--- src/rtl/cpu_types.sv ---
`default_nettype none
// ============================================================================
// Package     : cpu_types
// Description : Shared CPU types. Holds the reservation-station tag space,
//               the packed reservation-station entry and the CDB tag matcher.
// Revision    : 1.0 - reservation-station entry type and tag_match added
// ============================================================================
package cpu_types;

  // Reservation-station tags. INVALID marks "value already present".
  typedef enum logic [2:0] {
    INVALID = 3'd0,
    ALU_1   = 3'd1,
    ALU_2   = 3'd2,
    LOAD_1  = 3'd3,
    LOAD_2  = 3'd4,
    STORE_1 = 3'd5,
    STORE_2 = 3'd6,
    ALU_3   = 3'd7
  } RS_tag_type;

  localparam int RS_DATA_W = 32;
  localparam int RS_OP_W   = 4;

  // One Tomasulo entry as stored in a reservation station.
  typedef struct packed {
    logic                 busy;
    logic                 issued;
    logic [RS_OP_W-1:0]   op;
    RS_tag_type           qj;
    logic [RS_DATA_W-1:0] vj;
    RS_tag_type           qk;
    logic [RS_DATA_W-1:0] vk;
  } rs_entry_t;

  // A pending operand picks up the CDB value only on a valid broadcast of
  // its producer; INVALID never matches, even against an INVALID broadcast.
  function automatic logic tag_match(input RS_tag_type q,
                                     input logic       cdb_valid,
                                     input RS_tag_type cdb_tag);
    return cdb_valid && (q != INVALID) && (q == cdb_tag);
  endfunction

endpackage
`default_nettype wire

--- src/rtl/rs_entry.sv ---
`default_nettype none
// ============================================================================
// Module      : rs_entry
// Description : One reservation-station entry: dispatch write with CDB
//               bypass, operand capture, ready generation and free on its
//               own tag.
// Revision    : 1.0 - initial release
// ============================================================================
module rs_entry
  import cpu_types::*;
#(
  parameter int         DATA_W = RS_DATA_W,
  parameter int         OP_W   = RS_OP_W,
  parameter RS_tag_type TAG    = ALU_1
) (
  input  logic              CLK,
  input  logic              RST_N,
  input  logic              disp_valid_i,
  input  RS_tag_type        disp_tag_i,
  input  logic [OP_W-1:0]   disp_op_i,
  input  RS_tag_type        disp_qj_i,
  input  logic [DATA_W-1:0] disp_vj_i,
  input  RS_tag_type        disp_qk_i,
  input  logic [DATA_W-1:0] disp_vk_i,
  input  logic              cdb_valid_i,
  input  RS_tag_type        cdb_tag_i,
  input  logic [DATA_W-1:0] cdb_value_i,
  input  logic              issue_i,
  output logic              busy_o,
  output logic              ready_o,
  output logic              wr_o,
  output logic              free_o,
  output logic [OP_W-1:0]   op_o,
  output logic [DATA_W-1:0] vj_o,
  output logic [DATA_W-1:0] vk_o
);

  rs_entry_t st_q;
  rs_entry_t st_d;

  logic wr_w;
  logic free_w;

  // The dispatcher sees registered busy, so a same-cycle free does not open the entry.
  assign wr_w   = disp_valid_i && (disp_tag_i == TAG) && !st_q.busy;
  // Only an issued entry can be retired by its own tag on the CDB.
  assign free_w = cdb_valid_i && (cdb_tag_i == TAG) && st_q.issued;

  // Next-state: write wins, then free, otherwise issue marking and operand capture.
  always_comb begin
    st_d = st_q;
    if (wr_w) begin
      st_d.busy   = 1'b1;
      st_d.issued = 1'b0;
      st_d.op     = disp_op_i;
      if (tag_match(disp_qj_i, cdb_valid_i, cdb_tag_i)) begin
        st_d.qj = INVALID;
        st_d.vj = cdb_value_i;
      end else begin
        st_d.qj = disp_qj_i;
        st_d.vj = disp_vj_i;
      end
      if (tag_match(disp_qk_i, cdb_valid_i, cdb_tag_i)) begin
        st_d.qk = INVALID;
        st_d.vk = cdb_value_i;
      end else begin
        st_d.qk = disp_qk_i;
        st_d.vk = disp_vk_i;
      end
    end else if (free_w) begin
      st_d.busy   = 1'b0;
      st_d.issued = 1'b0;
    end else if (st_q.busy) begin
      if (issue_i) begin
        st_d.issued = 1'b1;
      end
      if (tag_match(st_q.qj, cdb_valid_i, cdb_tag_i)) begin
        st_d.qj = INVALID;
        st_d.vj = cdb_value_i;
      end
      if (tag_match(st_q.qk, cdb_valid_i, cdb_tag_i)) begin
        st_d.qk = INVALID;
        st_d.vk = cdb_value_i;
      end
    end
  end

  // Entry register with synchronous active-low reset.
  always_ff @(posedge CLK) begin
    if (!RST_N) begin
      st_q <= '{busy: 1'b0, issued: 1'b0, op: '0, qj: INVALID, vj: '0,
                qk: INVALID, vk: '0};
    end else begin
      st_q <= st_d;
    end
  end

  // Flag protocol misuse from the dispatcher or the CDB; state is left as is.
  always_ff @(posedge CLK) begin
    if (RST_N) begin
      assert (!(disp_valid_i && (disp_tag_i == TAG) && st_q.busy))
        else $warning("rs_entry: dispatch to occupied entry ignored");
      assert (!(cdb_valid_i && (cdb_tag_i == TAG) && st_q.busy && !st_q.issued))
        else $warning("rs_entry: own tag broadcast before issue");
    end
  end

  assign busy_o  = st_q.busy;
  assign ready_o = st_q.busy && !st_q.issued && (st_q.qj == INVALID) &&
                   (st_q.qk == INVALID);
  assign wr_o    = wr_w;
  assign free_o  = free_w;
  assign op_o    = st_q.op;
  assign vj_o    = st_q.vj;
  assign vk_o    = st_q.vk;

endmodule
`default_nettype wire

--- src/rtl/rs_pair.sv ---
`default_nettype none
// ============================================================================
// Module      : rs_pair
// Description : Two-entry reservation-station bank. Adds the age pointer,
//               oldest-ready selection and the FU valid/ready handshake on
//               top of two rs_entry instances.
// Revision    : 1.0 - initial release
// ============================================================================
module rs_pair
  import cpu_types::*;
#(
  parameter int         DATA_W = RS_DATA_W,
  parameter int         OP_W   = RS_OP_W,
  parameter RS_tag_type TAG_0  = ALU_1,
  parameter RS_tag_type TAG_1  = ALU_2
) (
  input  logic              CLK,
  input  logic              RST_N,
  input  logic              DISP_VALID,
  input  RS_tag_type        DISP_TAG,
  input  logic [OP_W-1:0]   DISP_OP,
  input  RS_tag_type        DISP_QJ,
  input  logic [DATA_W-1:0] DISP_VJ,
  input  RS_tag_type        DISP_QK,
  input  logic [DATA_W-1:0] DISP_VK,
  input  logic              CDB_VALID,
  input  RS_tag_type        CDB_TAG,
  input  logic [DATA_W-1:0] CDB_VALUE,
  output logic [1:0]        BUSY,
  output logic              FU_VALID,
  input  logic              FU_READY,
  output logic [OP_W-1:0]   FU_OP,
  output logic [DATA_W-1:0] FU_VJ,
  output logic [DATA_W-1:0] FU_VK,
  output RS_tag_type        FU_TAG
);

  logic [1:0]        busy_w;
  logic [1:0]        ready_w;
  logic [1:0]        wr_w;
  logic [1:0]        free_w;
  logic [1:0]        issue_w;
  logic [OP_W-1:0]   op_w [2];
  logic [DATA_W-1:0] vj_w [2];
  logic [DATA_W-1:0] vk_w [2];

  logic older_q;
  logic older_d;
  logic sel_w;
  logic valid_w;
  logic fire_w;

  for (genvar gi = 0; gi < 2; gi++) begin : g_entry
    rs_entry #(
      .DATA_W (DATA_W),
      .OP_W   (OP_W),
      .TAG    ((gi == 0) ? TAG_0 : TAG_1)
    ) u_entry (
      .CLK          (CLK),
      .RST_N        (RST_N),
      .disp_valid_i (DISP_VALID),
      .disp_tag_i   (DISP_TAG),
      .disp_op_i    (DISP_OP),
      .disp_qj_i    (DISP_QJ),
      .disp_vj_i    (DISP_VJ),
      .disp_qk_i    (DISP_QK),
      .disp_vk_i    (DISP_VK),
      .cdb_valid_i  (CDB_VALID),
      .cdb_tag_i    (CDB_TAG),
      .cdb_value_i  (CDB_VALUE),
      .issue_i      (issue_w[gi]),
      .busy_o       (busy_w[gi]),
      .ready_o      (ready_w[gi]),
      .wr_o         (wr_w[gi]),
      .free_o       (free_w[gi]),
      .op_o         (op_w[gi]),
      .vj_o         (vj_w[gi]),
      .vk_o         (vk_w[gi])
    );
  end

  // Oldest ready entry wins; with a single ready entry it is taken directly.
  // A waiting offer cannot be displaced because a newer entry is never older.
  assign sel_w   = (ready_w[0] && ready_w[1]) ? older_q : ready_w[1];
  assign valid_w = |ready_w;
  assign fire_w  = valid_w && FU_READY;
  assign issue_w = {fire_w && sel_w, fire_w && !sel_w};

  // Age pointer: a new entry is younger than a surviving neighbour.
  always_comb begin
    older_d = older_q;
    if (wr_w[0]) begin
      older_d = (busy_w[1] && !free_w[1]) ? 1'b1 : 1'b0;
    end else if (wr_w[1]) begin
      older_d = (busy_w[0] && !free_w[0]) ? 1'b0 : 1'b1;
    end
  end

  // Age pointer register.
  always_ff @(posedge CLK) begin
    if (!RST_N) begin
      older_q <= 1'b0;
    end else begin
      older_q <= older_d;
    end
  end

  // FU payload comes straight from the selected entry's registers, zeroed when idle.
  always_comb begin
    FU_VALID = valid_w;
    FU_OP    = '0;
    FU_VJ    = '0;
    FU_VK    = '0;
    FU_TAG   = INVALID;
    if (valid_w) begin
      FU_OP  = op_w[sel_w];
      FU_VJ  = vj_w[sel_w];
      FU_VK  = vk_w[sel_w];
      FU_TAG = sel_w ? TAG_1 : TAG_0;
    end
  end

  assign BUSY = busy_w;

endmodule
`default_nettype wire

--- config.mk ---
export PLATFORM = sky130hd
export DESIGN_NAME = rs_pair
export DESIGN_NICKNAME = d
export VERILOG_FILES = /design/src/rtl/cpu_types.sv /design/src/rtl/rs_entry.sv /design/src/rtl/rs_pair.sv
export SDC_FILE = /design/constraint.sdc
export NUM_CORES = 1
export LEC_CHECK = 0
export BUFFER_PORTS_ARGS = -buffer_cell sky130_fd_sc_hd__buf_2
export CORE_ASPECT_RATIO = 0.8
export CORE_MARGIN = 8
export CORE_UTILIZATION = 50
export DETAILED_ROUTE_END_ITERATION = 8
export HOLD_SLACK_MARGIN = 0.03
export PLACE_DENSITY_LB_ADDON = 0.08
export REMOVE_ABC_BUFFERS = 1
export SLEW_MARGIN = 15
export SYNTH_ARGS = -nofsm -noshare
export SYNTH_HDL_FRONTEND = slang
export SYNTH_SLANG_ARGS = --single-unit
--- constraint.sdc ---
create_clock -name CLK -period 3.6 [get_ports CLK]
set_input_delay 0.18 -clock CLK [delete_from_list [all_inputs] [get_ports CLK]]
set_output_delay 0.18 -clock CLK [all_outputs]
set_load 0.01 [all_outputs]
## After elaboration in Yosys (flattened, before gate mapping)

Cells that the tools add are included.

- Input bits: 117
- Word-level logic and storage cells: 138
- Output and inout port bits: 74
- Bits in registers: 153

- Bitwise gates (word level): 2
- Order comparisons: 1
- Mux-type cells: 41
- Equal/unequal tests: 12
- Reductions and logical operators: 67

Operator list:

| kind | count |
|---|---|
| 70-bit two-way mux | 6 |
| 32-bit two-way mux | 8 |
| 35-bit two-way mux | 6 |
| 1-bit logical AND | 32 |
| 3-bit == test | 6 |
| 2-bit nonzero test | 9 |
| 3-bit nonzero test | 6 |
| 4-bit two-way mux | 4 |
| 1-bit two-way mux | 13 |
| 3-bit logical NOT | 4 |
| 3-bit AND reduction | 4 |
| 2-bit two-way mux | 4 |
| 1-bit logical NOT | 7 |
| 3-bit by 1-bit == test with 1-bit output, second input constant | 2 |
| 3-bit by 2-bit == test with 1-bit output, second input constant | 2 |
| 3-bit OR reduction | 2 |
| 2-bit by 1-bit != test with 1-bit output, second input constant | 2 |
| 2-bit AND reduction | 2 |
| 2-bit >= comparator, second input constant | 1 |
| 1-bit NOT with 2-bit output | 1 |
| 2-bit OR reduction | 1 |
| 1-bit NOT | 1 |

## Longest topological paths before layout

- Word-level depth: 12
- Gate-level depth with buffers: 9

## Modules after synthesis

From an unflattened synthesis, not the netlist that was laid out.

- Cells, all modules: 1184
- Area total of the unflattened synthesis: 10050.9 µm²

Modules (own cells, without submodules):

| module | seq. area each (µm²) | cells each | instances | area an instance (µm²) |
|---|---|---|---|---|
| rs_entry (g_entry[1].u_entry) | 1521.5 | 512 | 1 | 4720.8 |
| rs_entry (g_entry[0].u_entry) | 1521.5 | 416 | 1 | 3953.8 |
| rs_pair | 20.0 | 256 | 1 | 1376.3 |

## Least setup slack after synthesis

No wires, ideal clock.

- Path type: register to output
- Start: register g_entry[1].u_entry.st_q[33] (netlist bit)
- End: output port FU_OP[0]
- Setup slack: 1.668 ns
- Buffers on the path: 2
- Stages on the path, launching flop included: 7
- Arrival: 1.752 ns
- Cell sequence: dfxtp_1 -> or4_4 -> nor4b_4 -> o21a_1 -> buf_4 -> buf_4 -> a22o_1

- Word-level cells in the longest chain between the ends: 9

RTL lines:

| what | RTL line | text |
|---|---|---|
| from (decl) | rs_entry.sv:38 | `rs_entry_t st_q;` |
| from (signal assigned) | rs_entry.sv:91 | `st_q <= '{busy: 1'b0, issued: 1'b0, op: '0, qj: INVALID, vj: '0,` |
| from (signal assigned) | rs_entry.sv:94 | `st_q <= st_d;` |
| 3-bit logical NOT (*) | rs_entry.sv:110 | `(st_q.qk == INVALID);` |
| 1-bit logical AND (*) | rs_entry.sv:109 | `assign ready_o = st_q.busy && !st_q.issued && (st_q.qj == INVALID) &&` |
| 1-bit logical AND | rs_pair.sv:84 | `assign sel_w = (ready_w[0] && ready_w[1]) ? older_q : ready_w[1];` |
| 1-bit two-way mux | rs_pair.sv:84 |  |
| 1-bit NOT with 2-bit output (implied by the code) | rs_pair.sv:116 | `FU_OP = op_w[sel_w];` |
| 4-bit two-way mux (implied by the code) (3 in series) | rs_pair.sv:116 |  |
| 4-bit two-way mux (*) | rs_pair.sv:115 | `if (valid_w) begin` |
| to (decl) | rs_pair.sv:32 | `output logic [OP_W-1:0] FU_OP,` |

Every way passes the cells marked *; elsewhere a longest branch is shown, timed or not. The select of a mux whose other input is x is not followed.

## Worst setup path after layout

- Start: register g_entry[1].u_entry.st_q[34] (netlist bit)
- End: output port FU_VK[22]

- Word-level cells in the longest chain between the ends: 9

RTL lines:

| what | RTL line | text |
|---|---|---|
| 3-bit logical NOT (*) | rs_entry.sv:110 |  |
| 1-bit logical AND (*) | rs_entry.sv:109 |  |
| 1-bit logical AND | rs_pair.sv:84 |  |
| 1-bit two-way mux | rs_pair.sv:84 |  |
| 1-bit NOT with 2-bit output (implied by the code) | rs_pair.sv:118 | `FU_VK = vk_w[sel_w];` |
| 32-bit two-way mux (implied by the code) (3 in series) | rs_pair.sv:118 |  |
| 32-bit two-way mux (*) | rs_pair.sv:115 |  |
| to (decl) | rs_pair.sv:34 | `output logic [DATA_W-1:0] FU_VK,` |

Marks and branches as above.

==> metrics.csv <==
stage,metric,value,unit
sta,final hold slack,0.0377,ns
global_routing,Tot GR Track Use,28.8,%
cts,PostCTS Resize Cnt,0,
floorplan,Die Wd,165,um
placed_design,Place WS,0.910,ns
sta,final hold viol count,0,
cells_and_area,fill cell count,1560,
run_status,status,"finished, violations left",
drt,DRT Wirelength,32800,um
drt,WL/cell,21.5,um
cts,maximum clock insertion buffer count,2,
cells_and_area,Layout Nets,1401,
floorplan,die height,135,um
logic_synthesis,Mapped Area,0.00892,sq mm
cells_and_area,area grow syn2layout,22.1,%
logic_synthesis,Ys Warns,0,
cells_and_area,"most common cell after layout, fill and taps aside",nand2_1,
worst_setup_path,Setup crit start kind,flip-flop,
drt,DRC errors left,2,
floorplan,Die ar.,0.0224,sq mm
worst_setup_path,Setup CP Type,flip-flop to output port,
floorplan,core box area,0.0174,sq mm
worst_setup_path,slowest library cell on the worst path,or4_4,
logic_synthesis,xor/xnor share of the synthesized area,1.16,%
hold_path,Hold Crit Class,input port to flip-flop,
global_routing,largest net degree at the start of global routing,93,
drt,DRT antenna net count,0,
cts,Post-CTS Setup Bufs,0,
logic_synthesis,Cell variety after synth,60,
power_and_ir_drop,pwr dens,417,mW/mm^2
logic_synthesis,Yosys reg bits,153,
placed_design,DP Wirelength,19500,um
cts,hold buffer count at CTS,34,
global_routing,grt total ovfl,0,
sta,Final Skew,0.00905,ns
cts,TritonCTS clock tree,built,
worst_setup_path,delay of the slowest critical-path stage,0.55,ns
worst_setup_path,Crit path max-delay family,simple AND/OR/NAND/NOR gates,
logic_synthesis,register area share after synthesis,34.4,%
logic_synthesis,Compound-Gate Fraction of Synth Area,30.5,%
cts,insertion delay to the later sink of the worst-skew pair,0.43,ns
worst_setup_path,crit-path cells,or4_4 -> nor4b_4 -> o21a_4 -> buf_4 -> a22o_1 -> buf_2,
global_routing,first-pass GRT wire length,51600,um
sta,Slew Limit Fails,0,
drt,drt first-iter violations,931,
logic_synthesis,cells after synthesis,1148,
floorplan,Initial Utilization,51.3,%
job,MaxCap Viol Count,0,
cts,Worst-path clk slew,0.06,ns
logic_synthesis,post-synthesis mux area share,3.37,%
cts,H-Tree Depth,4,
logic_synthesis,Post-synth EDFFs,0,
worst_setup_path,Worst EP required,3.42,ns
cts,root buffer cell,clkbuf_16,
logic_synthesis,"FFs w/ async S/R, synth",0,%
sta,final setup fails,0,
sta,slew of the pin with the lowest slew margin,1.01,ns
worst_setup_path,register-to-register setup slack,1.09,ns
floorplan,I/O pins,191,
logic_synthesis,"Avg Cell Area, Syn",7.77,sq um
placed_design,Port Buffers,189,
sta,Tcrit/Tclk final,87.3,%
global_routing,initial antenna violation count,2,
logic_synthesis,Synth Area in Adders,0,%
logic_synthesis,largest family of logic cells by synthesized area,compound AO/OA/AOI/OAI gates,
global_routing,vias in the first global route,9565,
logic_synthesis,top_reg_cell synth,dfxtp_1,
drt,drt pass-1 iters,9,
placed_design,GP Congestion,0.823,
placed_design,placed inst area,0.00982,sq mm
drt,drt via density,6.30,
cts,TritonCTS Buffers,17,
cells_and_area,layout cell share with drive strength beyond 1,22.4,%
worst_setup_path,CP max FO,29,
cells_and_area,"commonest cells after routing, fill and taps aside","213 x nand2_1, 189 x buf_2, 153 x dfxtp_1",
sta,Slew HR,32.6,%
sta,unrepaired setup endpoints after global routing,no,
cts,clk sink count,153,
run_status,failing checks,design-rule violations,
power_and_ir_drop,Pleak,4.23,nW
floorplan,# rows,43,
logic_synthesis,Post-Synth Simple-Gate Area,21.9,%
sta,fmax,318,MHz
sta,sum of negative setup slack,0,ns
sta,final worst slack,0.457,ns
worst_setup_path,worst endpoint data arrival time,2.96,ns
drt,routed via count,9597,
cells_and_area,final non-filler cell area,0.0109,sq mm
worst_setup_path,Crit path buffers/inverters,2,
worst_setup_path,crit end category,output port,
sta,minimum clock period,3.14,ns
power_and_ir_drop,VDD IR max,0.297,mV
[synth_stat cells (all sizes together), types with 2 or more instances]
master / n / area, sq um
o2111a: 2 / 22.5
nand4bb: 2 / 22.5
and3: 26 / 163
xnor2: 10 / 95.1
nand2: 214 / 803
o21ba: 4 / 40.0
a21oi: 27 / 143
or2: 4 / 25.0
o2111ai: 3 / 38.8
o21ai: 61 / 309
nor3: 28 / 156
o211ai: 28 / 210
a311oi: 28 / 245
and2: 3 / 18.8
a211oi: 50 / 375
nor4: 33 / 206
nor2: 30 / 115
a32oi: 2 / 17.5
mux2: 24 / 270
o31a: 26 / 228
a31oi: 72 / 450
nor4b: 3 / 47.5
inv: 37 / 139
buf: 64 / 393
clkbuf: 65 / 244
dfxtp: 153 / 3060
mux2i: 3 / 30.0
nand3: 56 / 285
o21a: 2 / 15.0
or3: 2 / 12.5
nand2b: 7 / 43.8
a22o: 68 / 596
[logic make-up after synthesis]
group           count (synthesis)
buf+inv                       166
other cells                     1
simple gates                  414
flops                         153
xor+xnor                       11
compound gates                376
mux                            27
[worst min-delay path, delay by kind of cell]
| family | cells | cell delay (ns) |
|---|---|---|
| AND/OR/NAND/NOR | 1 | 0.05 |
| AO/OA/AOI/OAI | 1 | 0.08 |
| buffers and inverters | 1 | 0.10 |
[flip-flops by register name, indices dropped and copies added, names as in the netlist]
| signal | count |
|---|---|
| older_q | 1 |
| g_entry.u_entry.busy_o | 2 |
| g_entry.u_entry.op_o | 8 |
| g_entry.u_entry.st_q | 14 |
| g_entry.u_entry.vj_o | 64 |
| g_entry.u_entry.vk_o | 64 |
[path summary, 6_finish.rpt]
path | from | to | cells past startpoint
worst max-delay path | g_entry[1].u_entry.st_q[34] | FU_VK[22] | 6
worst min-delay path | DISP_VK[9] | g_entry[1].u_entry.vk_o[9] | 3
worst max register to register | g_entry[1].u_entry.st_q[34] | g_entry[1].u_entry.st_q[74] | 6
worst min register to register | g_entry[0].u_entry.op_o[2] | g_entry[0].u_entry.op_o[2] | 2
[metrics by stage]
step	total power, W	util, %	std cells
finish	0.00454	62.6	1523
global route	0.00468	62.6	1522
CTS	0.00454	62.6	1522
detailed placement	0.00231	56.5	1456
global placement	0.00231	56.5	1456
floorplan	0.00206	-	1019
[final cells by class]
class	count	area, sq um	share of cell area, %
Multi-Input combinational cell	829	5190	47.7
Sequential cell	153	3060	28.1
Timing Repair Buffer	246	1480	13.6
Clock buffer	21	460	4.23
Tap cell	225	282	2.59
Clock inverter	11	265	2.44
Inverter	37	140	1.29
Antenna cell	1	2.50	0.0230
[layer usage]
metal,share of wire [%],track usage [%],up-vias
met5,0.030,0,-
met4,1.8,10.0,2
met3,10,6.47,47
met2,45,46.5,489
met1,43,37.2,4556
li1,-,-,4503
[where the power goes]
part           total, W  internal (W)  switching, W
combinational  0.000521      0.000194      0.000327
clock           0.00223       0.00148      0.000749
sequential      0.00179       0.00175     0.0000384
Power figures use the tool's default switching activity.
